**config.mk**
```make
export PLATFORM = sky130hd
export DESIGN_NAME = paridade_quadro
export DESIGN_NICKNAME = d
export VERILOG_FILES = /design/src/rtl/paridade_pkg.sv /design/src/rtl/paridade_palavra.sv /design/src/rtl/paridade_quadro.sv
export SDC_FILE = /design/constraint.sdc
export NUM_CORES = 1
export LEC_CHECK = 0
export CORE_MARGIN = 2
export CORE_UTILIZATION = 32
export CTS_BUF_LIST = sky130_fd_sc_hd__clkbuf_2 sky130_fd_sc_hd__clkbuf_4 sky130_fd_sc_hd__clkbuf_8
export DETAILED_ROUTE_END_ITERATION = 10
export SYNTH_ARGS = -nofsm -noshare
export SYNTH_HDL_FRONTEND = slang
export SYNTH_HIERARCHICAL = 1
export SYNTH_SLANG_ARGS = --single-unit
```
**constraint.sdc**
```tcl
create_clock -name clk -period 2 [get_ports clk]
set_input_delay 0.4 -clock clk [delete_from_list [all_inputs] [get_ports clk]]
set_output_delay 0.4 -clock clk [all_outputs]
set_load 0.03 [all_outputs]
```
**src/rtl/paridade_pkg.sv**
```systemverilog
// paridade_pkg: shared types, mode constants and the parity helper used by the
// frame parity generator/checker (paridade_quadro) and its word-parity unit.
package paridade_pkg;

    // Frame FSM: no frame open / frame open
    typedef enum logic {
        OCIOSO = 1'b0,
        QUADRO = 1'b1
    } estado_t;

    localparam logic MODO_PAR   = 1'b0;  // even parity
    localparam logic MODO_IMPAR = 1'b1;  // odd parity

    // Widest word the helper accepts; narrower words are zero-extended,
    // which leaves the XOR reduction unchanged.
    localparam int unsigned PAR_MAX_W = 256;

    // Parity bit that makes (data, bit) even (modo=0) or odd (modo=1).
    function automatic logic paridade(input logic [PAR_MAX_W-1:0] data,
                                      input logic                 modo);
        return (^data) ^ modo;
    endfunction

endpackage

```
**src/rtl/paridade_palavra.sv**
```systemverilog
// paridade_palavra: combinational WIDTH-bit word parity with selectable mode.
// Ports:
//   data  - word to protect
//   modo  - 0 even, 1 odd
//   par_c - parity bit (combinational)
module paridade_palavra
    import paridade_pkg::*;
#(
    parameter int unsigned WIDTH = 8
) (
    input  logic [WIDTH-1:0] data,
    input  logic             modo,
    output logic             par_c
);

    assign par_c = paridade(PAR_MAX_W'(data), modo);

endmodule

```
**src/rtl/paridade_quadro.sv**
```systemverilog
// paridade_quadro: pipelined parity generator/checker for framed word streams.
// Forwards each accepted word with its parity bit through one output register,
// accumulates a frame parity bit, counts words per frame (force-closing at
// MAX_FRAME) and, when PARIDADE_CHECK_EN is defined, flags received parity
// mismatches and counts them in a saturating counter.
// Ports:
//   clk, rst                         - clock, async active-high reset
//   impar                            - parity mode, latched on a frame's first word
//   in_valid/in_ready/in_data/in_last/in_par   - input stream
//   out_valid/out_ready/out_data/out_par/out_last/out_err - output stream
//   frame_valid/frame_par/frame_words/frame_ovf - per-frame result
//   err_count                        - saturating mismatch count
// Macro: PARIDADE_CHECK_EN enables the received-parity check.
module paridade_quadro
    import paridade_pkg::*;
#(
    parameter  int unsigned WIDTH     = 8,
    parameter  int unsigned MAX_FRAME = 16,
    parameter  int unsigned ERR_W     = 8,
    localparam int unsigned CNT_W     = $clog2(MAX_FRAME + 1)
) (
    input  logic             clk,
    input  logic             rst,
    input  logic             impar,
    input  logic             in_valid,
    output logic             in_ready,
    input  logic [WIDTH-1:0] in_data,
    input  logic             in_last,
    input  logic             in_par,
    output logic             out_valid,
    input  logic             out_ready,
    output logic [WIDTH-1:0] out_data,
    output logic             out_par,
    output logic             out_last,
    output logic             out_err,
    output logic             frame_valid,
    output logic             frame_par,
    output logic [CNT_W-1:0] frame_words,
    output logic             frame_ovf,
    output logic [ERR_W-1:0] err_count
);

    estado_t          state_q, state_d;
    logic             mode_q, mode_d;
    logic             acc_q, acc_d;
    logic [CNT_W-1:0] cnt_q, cnt_d;

    logic             out_valid_q, out_valid_d;
    logic [WIDTH-1:0] out_data_q, out_data_d;
    logic             out_par_q, out_par_d;
    logic             out_last_q, out_last_d;
    logic             out_err_q, out_err_d;

    logic             frame_valid_q, frame_valid_d;
    logic             frame_par_q, frame_par_d;
    logic [CNT_W-1:0] frame_words_q, frame_words_d;
    logic             frame_ovf_q, frame_ovf_d;

    logic             accept_c;
    logic             mode_eff_c;
    logic             word_par_c;
    logic             mismatch_c;
    logic [CNT_W-1:0] cnt_inc_c;
    logic             acc_inc_c;
    logic             fecha_c;

    // Single output register: refill whenever it is empty or being drained.
    assign in_ready = !rst && (!out_valid_q || out_ready);
    assign accept_c = in_valid && in_ready;

    // The first word of a frame uses the live mode; later words the latched one.
    assign mode_eff_c = (state_q == OCIOSO) ? impar : mode_q;

    paridade_palavra #(.WIDTH(WIDTH)) u_palavra (
        .data  (in_data),
        .modo  (mode_eff_c),
        .par_c (word_par_c)
    );

    // Raw XOR of the word is the mode-adjusted parity with the mode removed.
    assign acc_inc_c = acc_q ^ word_par_c ^ mode_eff_c;
    assign cnt_inc_c = cnt_q + CNT_W'(1);
    assign fecha_c   = in_last || (cnt_inc_c == CNT_W'(MAX_FRAME));

    // Next-state: frame tracking and output register load/drain
    always_comb begin
        state_d       = state_q;
        mode_d        = mode_q;
        acc_d         = acc_q;
        cnt_d         = cnt_q;
        out_valid_d   = out_valid_q;
        out_data_d    = out_data_q;
        out_par_d     = out_par_q;
        out_last_d    = out_last_q;
        out_err_d     = out_err_q;
        frame_valid_d = 1'b0;
        frame_par_d   = frame_par_q;
        frame_words_d = frame_words_q;
        frame_ovf_d   = frame_ovf_q;

        if (accept_c) begin
            out_valid_d = 1'b1;
            out_data_d  = in_data;
            out_par_d   = word_par_c;
            out_last_d  = fecha_c;
            out_err_d   = mismatch_c;
            if (fecha_c) begin
                state_d       = OCIOSO;
                acc_d         = 1'b0;
                cnt_d         = '0;
                frame_valid_d = 1'b1;
                frame_par_d   = acc_inc_c ^ mode_eff_c;
                frame_words_d = cnt_inc_c;
                frame_ovf_d   = !in_last;
            end else begin
                state_d = QUADRO;
                mode_d  = mode_eff_c;
                acc_d   = acc_inc_c;
                cnt_d   = cnt_inc_c;
            end
        end else if (out_ready) begin
            out_valid_d = 1'b0;
        end
    end

    always_ff @(posedge clk or posedge rst) begin
        if (rst) begin
            state_q       <= OCIOSO;
            mode_q        <= MODO_PAR;
            acc_q         <= 1'b0;
            cnt_q         <= '0;
            out_valid_q   <= 1'b0;
            out_data_q    <= '0;
            out_par_q     <= 1'b0;
            out_last_q    <= 1'b0;
            out_err_q     <= 1'b0;
            frame_valid_q <= 1'b0;
            frame_par_q   <= 1'b0;
            frame_words_q <= '0;
            frame_ovf_q   <= 1'b0;
        end else begin
            state_q       <= state_d;
            mode_q        <= mode_d;
            acc_q         <= acc_d;
            cnt_q         <= cnt_d;
            out_valid_q   <= out_valid_d;
            out_data_q    <= out_data_d;
            out_par_q     <= out_par_d;
            out_last_q    <= out_last_d;
            out_err_q     <= out_err_d;
            frame_valid_q <= frame_valid_d;
            frame_par_q   <= frame_par_d;
            frame_words_q <= frame_words_d;
            frame_ovf_q   <= frame_ovf_d;
        end
    end

`ifdef PARIDADE_CHECK_EN
    logic [ERR_W-1:0] err_cnt_q, err_cnt_d;

    assign mismatch_c = (in_par != word_par_c);

    // Saturating mismatch counter; only reset clears it.
    always_comb begin
        err_cnt_d = err_cnt_q;
        if (accept_c && mismatch_c && (err_cnt_q != {ERR_W{1'b1}}))
            err_cnt_d = err_cnt_q + ERR_W'(1);
    end

    always_ff @(posedge clk or posedge rst) begin
        if (rst) err_cnt_q <= '0;
        else     err_cnt_q <= err_cnt_d;
    end

    assign err_count = err_cnt_q;
`else
    logic unused_in_par;
    assign unused_in_par = in_par;
    assign mismatch_c    = 1'b0;
    assign err_count     = '0;
`endif

    assign out_valid   = out_valid_q;
    assign out_data    = out_data_q;
    assign out_par     = out_par_q;
    assign out_last    = out_last_q;
    assign out_err     = out_err_q;
    assign frame_valid = frame_valid_q;
    assign frame_par   = frame_par_q;
    assign frame_words = frame_words_q;
    assign frame_ovf   = frame_ovf_q;

endmodule

```
# Yosys cells after proc, flatten, opt, wreduce, memory -nomap -nowiden
# Cells that the tools add are included.
# word_totals
register_bits	27
latch_bits	0
ram_bits	0
romBits	0
in_bits	15
out_inout_bits	29
wordCells	38
memories	0
# op_classes
n_addsub	1
n_mul	0
div_mod_pow	0
magnitude_cmp	0
n_eq_ne	1
shifts	0
muxes	8
bitwise_logic	5
reduce_logical	11
# ops
operator	n
256-bit parity	1
1-bit 2-to-1 mux	7
5-bit by 1-bit adder with 5-bit output (second input constant)	1
5-bit == test (second input constant)	1
5-bit 2-to-1 mux	1
2-bit AND reduction	2
1-bit bitwise XOR	4
1-bit zero test	3
1-bit logical AND	2
1-bit logical OR	2
2-bit nonzero test	1
1-bit NOT	1

# Longest topological paths before layout
# Gate-level depths: netlist of run 1.
# depth
word_depth	5
ltp_mapped	7
depth_no_buf	7

# By module
# Netlist of run 1, hierarchy kept.
# modules_own_cells
module	n_inst	cells_per_inst	area_per_inst_um2	seq_area_each_um2
paridade_quadro	1	123	1253.7	675.6
paridade_palavra	1	7	82.6	0.0

# Least setup slack after synthesis of run 1
# Ideal clock, no wire load.
# synth_timing
path_kind	register to register
start	register out_valid_q, in the netlist out_valid
end	register mode_q
setup_ps	125
arrival_time_ps	2007
required_ps	1875
setup_slack_ps	-132
stages_incl_launch_ff	5
n_path_buf	0
period_less_slack_ps	2132
cell_sequence	dfrtp_1 a21oi_1 nand2_1 or2_4 mux2_4
# synth_via
elab_chain_cells	5
# synth_rtl
element	line_no	source
start: declaration	paridade_quadro.sv:48	logic out_valid_q, out_valid_d;
start signal: assignment	paridade_quadro.sv:146	out_valid_q <= out_valid_d;
1-bit zero test	paridade_quadro.sv:68	assign in_ready = !rst && (!out_valid_q || out_ready);
1-bit logical OR	paridade_quadro.sv:68	
1-bit logical AND	paridade_quadro.sv:68	
via in_ready	paridade_quadro.sv:26	output logic in_ready,
1-bit logical AND	paridade_quadro.sv:69	assign accept_c = in_valid && in_ready;
2-bit AND reduction (no source line)	n/a	
end signal: assignment	paridade_quadro.sv:143	mode_q <= mode_d;
end: declaration	paridade_quadro.sv:44	logic mode_q, mode_d;
# The timed path passes the listed nets, and every way through them passes these cells.
# A chain may end at the register's enable or synchronous reset.

# Worst setup path after layout of run 1
# layout_timing
start	register state_q
end	register acc_q
# layout_via
elab_chain_cells	5
# layout_rtl
element	line_no	source
start: declaration	paridade_quadro.sv:43	estado_t state_q, state_d;
start signal: assignment	paridade_quadro.sv:142	state_q <= state_d;
1-bit 2-to-1 mux	paridade_quadro.sv:72	assign mode_eff_c = (state_q == OCIOSO) ? impar : mode_q;
via mode_eff_c	paridade_quadro.sv:60	logic mode_eff_c;
1-bit bitwise XOR	paridade_pkg.sv:21	return (^data) ^ modo;
via word_par_c	paridade_quadro.sv:61	logic word_par_c;
1-bit bitwise XOR (2 in series)	paridade_quadro.sv:81	assign acc_inc_c = acc_q ^ word_par_c ^ mode_eff_c;
1-bit 2-to-1 mux	paridade_quadro.sv:107	if (fecha_c) begin
end signal: assignment	paridade_quadro.sv:130	acc_q <= 1'b0;
end signal: assignment	paridade_quadro.sv:144	acc_q <= acc_d;
end: declaration	paridade_quadro.sv:45	logic acc_q, acc_d;
# The timed path passes the listed nets, and every way through them passes these cells.

==> key figures, run 1 <==
Clocking
  • Clock Path Buffers: 2
  • Post-CTS Setup Repair Bufs: 0
  • CTS tree: yes
  • CTS Root Cell: clkbuf_8
  • Total CTS buffers: 3
  • CTS sink count: 27
  • Clock transition at the registers of the reported paths: ~0.09 ns
  • Clock Latency Late Sink: ~0.27 ns
  • H-tree depth: 1
  • Hold Buf Count CTS: 0

Global route
  • Total grt overflow: 0
  • Vias in the first global route: slightly below 1000
  • Pin count of the biggest net entering global routing: 28
  • Initial antenna violation count: 0
  • Total GRT Usage: 12.6%
  • First-pass GRT wire length: roughly 4400 um

Route
  • WL/cell: 12.2 um
  • 1st-iter DRT viols: 35
  • 1st-pass router iterations: 3
  • Total number of vias: between 900 and 1000
  • Routed WL: 2670 um
  • DR vias/cell: ~4.4
  • # DRC: 0
  • Antenna Violating Nets Remaining: 0

Die
  • Io pins: between 40 and 50
  • Die Span Y: between 60 and 70 um
  • Die width: ~69 um
  • Core Area: 4000 um2
  • Starting Density: between 30% and 40%
  • Num rows: 23
  • DIE AREA: roughly 4700 um2

Synthesis
  • Dominant cell type by area after synthesis: dfrtp_1
  • Synth warnings: 6
  • Yosys top cell area share: between 50% and 60%
  • Most frequent cell after synthesis: nand2_1
  • Average size of a mapped cell: a little over 10 um2
  • Yosys cell types: 31
  • Asr flop ratio synth: 100%
  • Gate Count Post-Synth: 130
  • Seq/Total Area, Yosys: just over 50%
  • Synth Register Bits: 27
  • Synth area leaders: dfrtp_1 (51%), nand2_1 (11%), xnor2_1 (5.9%), buf_4 (5.1%), mux2_4 (4.5%)
  • Most used DFF post-synth: dfrtp_1
  • Commonest cells in the netlist: nand2_1 (40), dfrtp_1 (27), buf_4 (9), xnor2_1 (9), a21oi_1 (8)
  • Syn Std Cell Area: about 1300 um2
  • EDFF count, synth: 0

Timing
  • Fmax: roughly 490 MHz
  • Period utilization: 102%
  • RSZ-0062 raised after global routing: true
  • Setup violations, final: 1
  • Clk_skew: around 0.0013 ns
  • Final worst slack: -0.0378 ns
  • Max-slew violation count: 0
  • Min Tclk post-route: 2.04 ns
  • Final Hold Viols: 0

Placement
  • Cell area after placement: approximately 1700 um2
  • Routability Congestion: between 0.7 and 0.8
  • Placed Cells: 214
  • Post-Place Worst Slack: -0.475 ns
  • DP HPWL: about 2000 um
  • Port Buffers: 33

Setup path
  • Required time of the critical path: between 2 and 2.5 ns
  • Arrival time worst endpoint: 2.22 ns
  • Reg2reg path depth: 7
  • Crit path capture type: flop
  • Worst Path Max Fanout: 2
  • Critical path class: reg -> reg
  • CP Launch Type: flop

Pwr
  • Pwr/cell area: 956 nW/um2
  • VDD IR max: between 300 and 400 uV
  • P_leak: between 0.8 and 0.9 nW

Worst hold path
  • Hold WC Path Type: in -> reg
  • Hold Path Stages: 3

Finish
  • Final non-filler cell total: ~220
  • Final core occ: between 40 and 50%
  • Ant diodes: 0
  • Final Cell Area: approximately 1800 um2
  • Layout Nets: 185
  • Fraction of layout cells with a size suffix above 1: about 15%
  • Area Growth Syn to Fin: 34.7%

Job
  • Max Cap Viol: 0

Status
  • Outcome: finished, violations left
  • Failing checks: setup timing
-- kinds of logic after synthesis --
logic type	share of synthesized area, %
AND/OR/NAND/NOR	16.1
flip-flops	50.6
other	0.281
adder cells (fa/ha/maj)	0.936
multiplexers	5.34
buffers and inverters	7.49
XOR/XNOR	9.46
AO/OA/AOI/OAI	9.83
-- cell type report --
class | count | area (um2)
Fill cell | 375 | 2200
Clock buffer | 4 | 48.8
Multi-Input combinational cell | 96 | 621
Tap cell | 50 | 62.6
Inverter | 2 | 7.51
Timing Repair Buffer | 39 | 385
Sequential cell | 27 | 676
-- critical path, stage by stage (launching register included) --
cell	delay, ns
dfrtp_1	0.41
mux2_4	0.32
xnor2_2	0.12
xnor3_1	0.26
xnor2_2	0.16
xnor2_1	0.14
or4_1	0.41
o211ai_1	0.12
-- per-stage QoR --
stage	power [mW]	setup TNS [ns]	hold WS, ns
6_report	1.72	-0.0378	0.425
5_1_grt	1.83	-0.136	0.448
4_1_cts	1.74	-0.176	0.486
3_5_place_dp	1.41	-0.716	0.465
3_3_place_gp	1.39	-0.645	0.462
2_1_floorplan	1.16	0	0.453
-- state kept, by name, summed over array words and instances, names as in the netlist --
| name | cells |
|---|---|
| frame_words | 5 |
| frame_ovf | 1 |
| out_last | 1 |
| out_valid | 1 |
| frame_par | 1 |
| mode_q | 1 |
| state_q | 1 |
| frame_valid | 1 |
| out_par | 1 |
| cnt_q | 5 |
| acc_q | 1 |
| out_data | 8 |
-- cells in the final DEF, fill, tap and decap left out, types with 3 or more instances in the layout --
cell              n
clkbuf_8          3
a21oi_1           7
o21ai_0           5
conb_1            9
nand2_1          40
dlymetal6s2s_1    5
buf_4             7
dfrtp_1          27
xnor2_1           6
clkdlybuf4s50_1  27
mux2_4            5
xnor2_2           4
-- power breakdown --
part | leakage, nW | internal [mW] | switching, mW | total [mW]
clock network | 0.0262 | 0.156 | 0.164 | 0.320
registers | 0.340 | 0.648 | 0.0729 | 0.721
logic | 0.515 | 0.322 | 0.358 | 0.681
total | 0.881 | 1.13 | 0.595 | 1.72
-- final timing paths --
path	from	to	slack, ns
min in group asynchronous	rst	out_valid	0.55
setup reg to reg	state_q	acc_q	-0.04
hold reg to reg	out_data[0]	out_data[0]	0.48
setup / recovery	state_q	acc_q	-0.04
max in group asynchronous	rst	frame_words[2]	1.19
hold / removal	in_data[4]	out_data[4]	0.43
-- layer usage --
metal  track usage, %  share of wire [%]  up-vias
met5                0                  0        -
met4             7.00                1.3        0
met3            0.974                2.8        2
met2             22.0                 50       16
met1             15.2                 46      464
li1                 -                  -      482
-- what timing repair did --
item,4_1_cts,5_1_grt
pin swaps,0,1
setup endpoints to repair,1,2
gates resized for setup,0,8
Note: power is estimated with default switching activity, not from simulation.
==> run 2, diff against run 1 <==
--- a/config.mk
+++ b/config.mk
@@ -5,7 +5,6 @@
 export SDC_FILE = /design/constraint.sdc
 export NUM_CORES = 1
 export LEC_CHECK = 0
-export CORE_MARGIN = 2
 export CORE_UTILIZATION = 32
 export CTS_BUF_LIST = sky130_fd_sc_hd__clkbuf_2 sky130_fd_sc_hd__clkbuf_4 sky130_fd_sc_hd__clkbuf_8
 export DETAILED_ROUTE_END_ITERATION = 10
==> run 2 against run 1 <==
Via count up 4.7%. Worst hold slack better by 0.061 ns. Critical path depth unchanged. Highest routed layer is now met3. Final cell count up 0.92%. Combinational power down 1%. Sequential power about the same. The flow still finishes with violations (setup timing). Wire length down 3.5%. Die area down 5.7%. Non-clock buffer count up 2. First-iteration DRC count up 26%. Register-to-register slack about the same. Count of clock-buffer cells in the layout down 1.
==> key figures, run 2 (same netlist as run 1, synthesis figures left out) <==
Finish
  • Final core occ: ~45%
  • Max FFs per register: 8
  • Fraction of layout cells with a size suffix above 1: ~15%
  • Layout Nets: between 150 and 200
  • Most frequent cells in the layout: nand2_1 (40), clkdlybuf4s50_1 (28), dfrtp_1 (27)
  • Most common cell after layout, fill and taps aside: nand2_1
  • Ant diodes: 0
  • Area Growth Syn to Fin: 34.0%

Pwr
  • Clock group share of total power: between 10% and 20%
  • Pwr/cell area: 954 nW/um2
  • Cell Int Power: ~1.1 mW
  • P_leak: roughly 0.84 nW
  • VDD IR max: approximately 370 uV
  • Combinational power share: 39.3%
  • Switching power: ~0.60 mW
  • Sequential group share of total power: 42.3%
  • Power consumption: 1.71 mW
  • Net Sw Frac: between 30% and 40%

Setup path
  • Reg2reg start: state_q
  • Reg2reg path depth: 7
  • Required time of the critical path: 2.19 ns
  • Worst Path Max Fanout: 2
  • Max stage delay on crit path: roughly 0.52 ns
  • Arrival time worst endpoint: roughly 2.2 ns
  • RR Endpoint: acc_q
  • CP max-delay cell: clkdlybuf4s50_1
  • Most used cell, CP: xnor2_2
  • Crit path capture type: flop
  • Critical path class: in -> reg
  • CP Launch Type: primary input
  • Worst-path cell chain: clkdlybuf4s50_1 > xnor2_2 > xnor3_1 > xnor2_2 > xnor2_1 > or4_1 > o211ai_1
  • R2R Setup Slk: -0.03 ns

Worst hold path
  • Hold Startpoint: out_data[7]
  • Hold Path Stages: 2
  • Hold EP: out_data[7]
  • Hold WC Path Type: reg -> reg

Timing
  • Final Hold Viols: 0
  • Fmax: 491 MHz
  • Clk_skew: around 0.0076 ns
  • Setup violations, final: 1
  • Min Tclk post-route: ~2.0 ns
  • Final worst slack: -0.0365 ns
  • Period utilization: 102%
  • RSZ-0062 raised after global routing: true
  • Max-slew violation count: 0
  • Final hold slack: 0.486 ns

Clocking
  • Clock Latency Late Sink: 0.27 ns
  • Clock Path Buffers: 2
  • Clock transition at the registers of the reported paths: 0.10 ns
  • CTS Root Cell: clkbuf_8
  • Total CTS buffers: 3
  • Post-CTS Setup Repair Bufs: 0
  • H-tree depth: 1
  • Hold Buf Count CTS: 0
  • CTS sink count: 27
  • CTS tree: yes

Route
  • WL/cell: approximately 12 um
  • 1st-iter DRT viols: 44
  • Total number of vias: 1009
  • Antenna Violating Nets Remaining: 0
  • 1st-pass router iterations: 4
  • Routed WL: around 2600 um
  • DR vias/cell: 4.59
  • # DRC: 0

Die
  • DIE AREA: 4440 um2
  • Die width: between 60 and 70 um
  • Io pins: 44
  • Num rows: 23
  • Core Area: roughly 4000 um2
  • Die Span Y: roughly 67 um
  • Starting Density: around 33%

Global route
  • Initial antenna violation count: 0
  • Vias in the first global route: around 1000
  • Pin count of the biggest net entering global routing: 28
  • Total grt overflow: 0
  • First-pass GRT wire length: between 4000 and 5000 um
  • Total GRT Usage: about an eighth

Placement
  • Post-Place Worst Slack: -0.488 ns
  • Routability Congestion: around 0.80
  • DP HPWL: 1950 um
  • Port Buffers: 33

Status
  • Failing checks: setup timing
  • Outcome: finished, violations left

Job
  • Max Cap Viol: 0
## run 2: worst max-delay path, delay by kind of cell
family | cells | cell delay, ns
buffers and inverters | 1 | 0.52
AO/OA/AOI/OAI | 1 | 0.10
AND/OR/NAND/NOR | 1 | 0.41
XOR/XNOR | 4 | 0.79
## run 2: power groups by stage
stage / registers (mW) / clock network [mW] / logic, mW
floorplan: 0.864 / 0 / 0.293
global placement: 0.729 / 0 / 0.662
detailed placement: 0.731 / 0 / 0.674
CTS: 0.725 / 0.330 / 0.682
global route: 0.740 / 0.353 / 0.728
finish: 0.723 / 0.314 / 0.671
## run 2: repair_timing
item / in CTS / in global routing
gates resized for setup: 6 / 0
endpoints found under the setup margin: 1 / 1
pin swaps: 1 / 0
## run 2: per-layer routing
layer / global-route usage [%] / share of wire (%) / wire length (um)
met1: 16.1 / 42 / 1080
met2: 23.1 / 52 / 1350
met3: 3.77 / 5.7 / 147
met4: 1.60 / 0 / 0
met5: 0 / 0 / 0
## run 2: how the worst max path moves through the flow
stage               start  endpoint  slack, ns  cells past startpoint
2_1_floorplan     state_q     acc_q       0.02                      7
3_3_place_gp        impar     acc_q      -0.38                      8
3_5_place_dp        impar     acc_q      -0.49                      8
4_1_cts           state_q     acc_q      -0.05                      7
5_1_grt           state_q     acc_q      -0.10                      7
6_report       in_data[2]     acc_q      -0.04                      7
## run 2: area by class of cell
| cell class | count | area, um2 |
|---|---|---|
| flip-flops and latches | 27 | 676 |
| clock buffers | 3 | 41.3 |
| repair buffers | 41 | 383 |
| multi-input cells | 96 | 613 |
| inverters | 2 | 7.51 |
| fillers | 386 | 2210 |
| clock inverters | 1 | 7.51 |
| well taps | 50 | 62.6 |
## run 2: stage by stage
| stage | TNS [ns] | instance area, um2 | cells |
|---|---|---|---|
| 2_1_floorplan | 0 | 1380 | 138 |
| 4_1_cts | -0.0482 | 1790 | 220 |
| 3_5_place_dp | -0.825 | 1740 | 216 |
| 5_1_grt | -0.103 | 1790 | 220 |
| 6_report | -0.0365 | 1790 | 220 |
| 3_3_place_gp | -0.566 | 1740 | 216 |
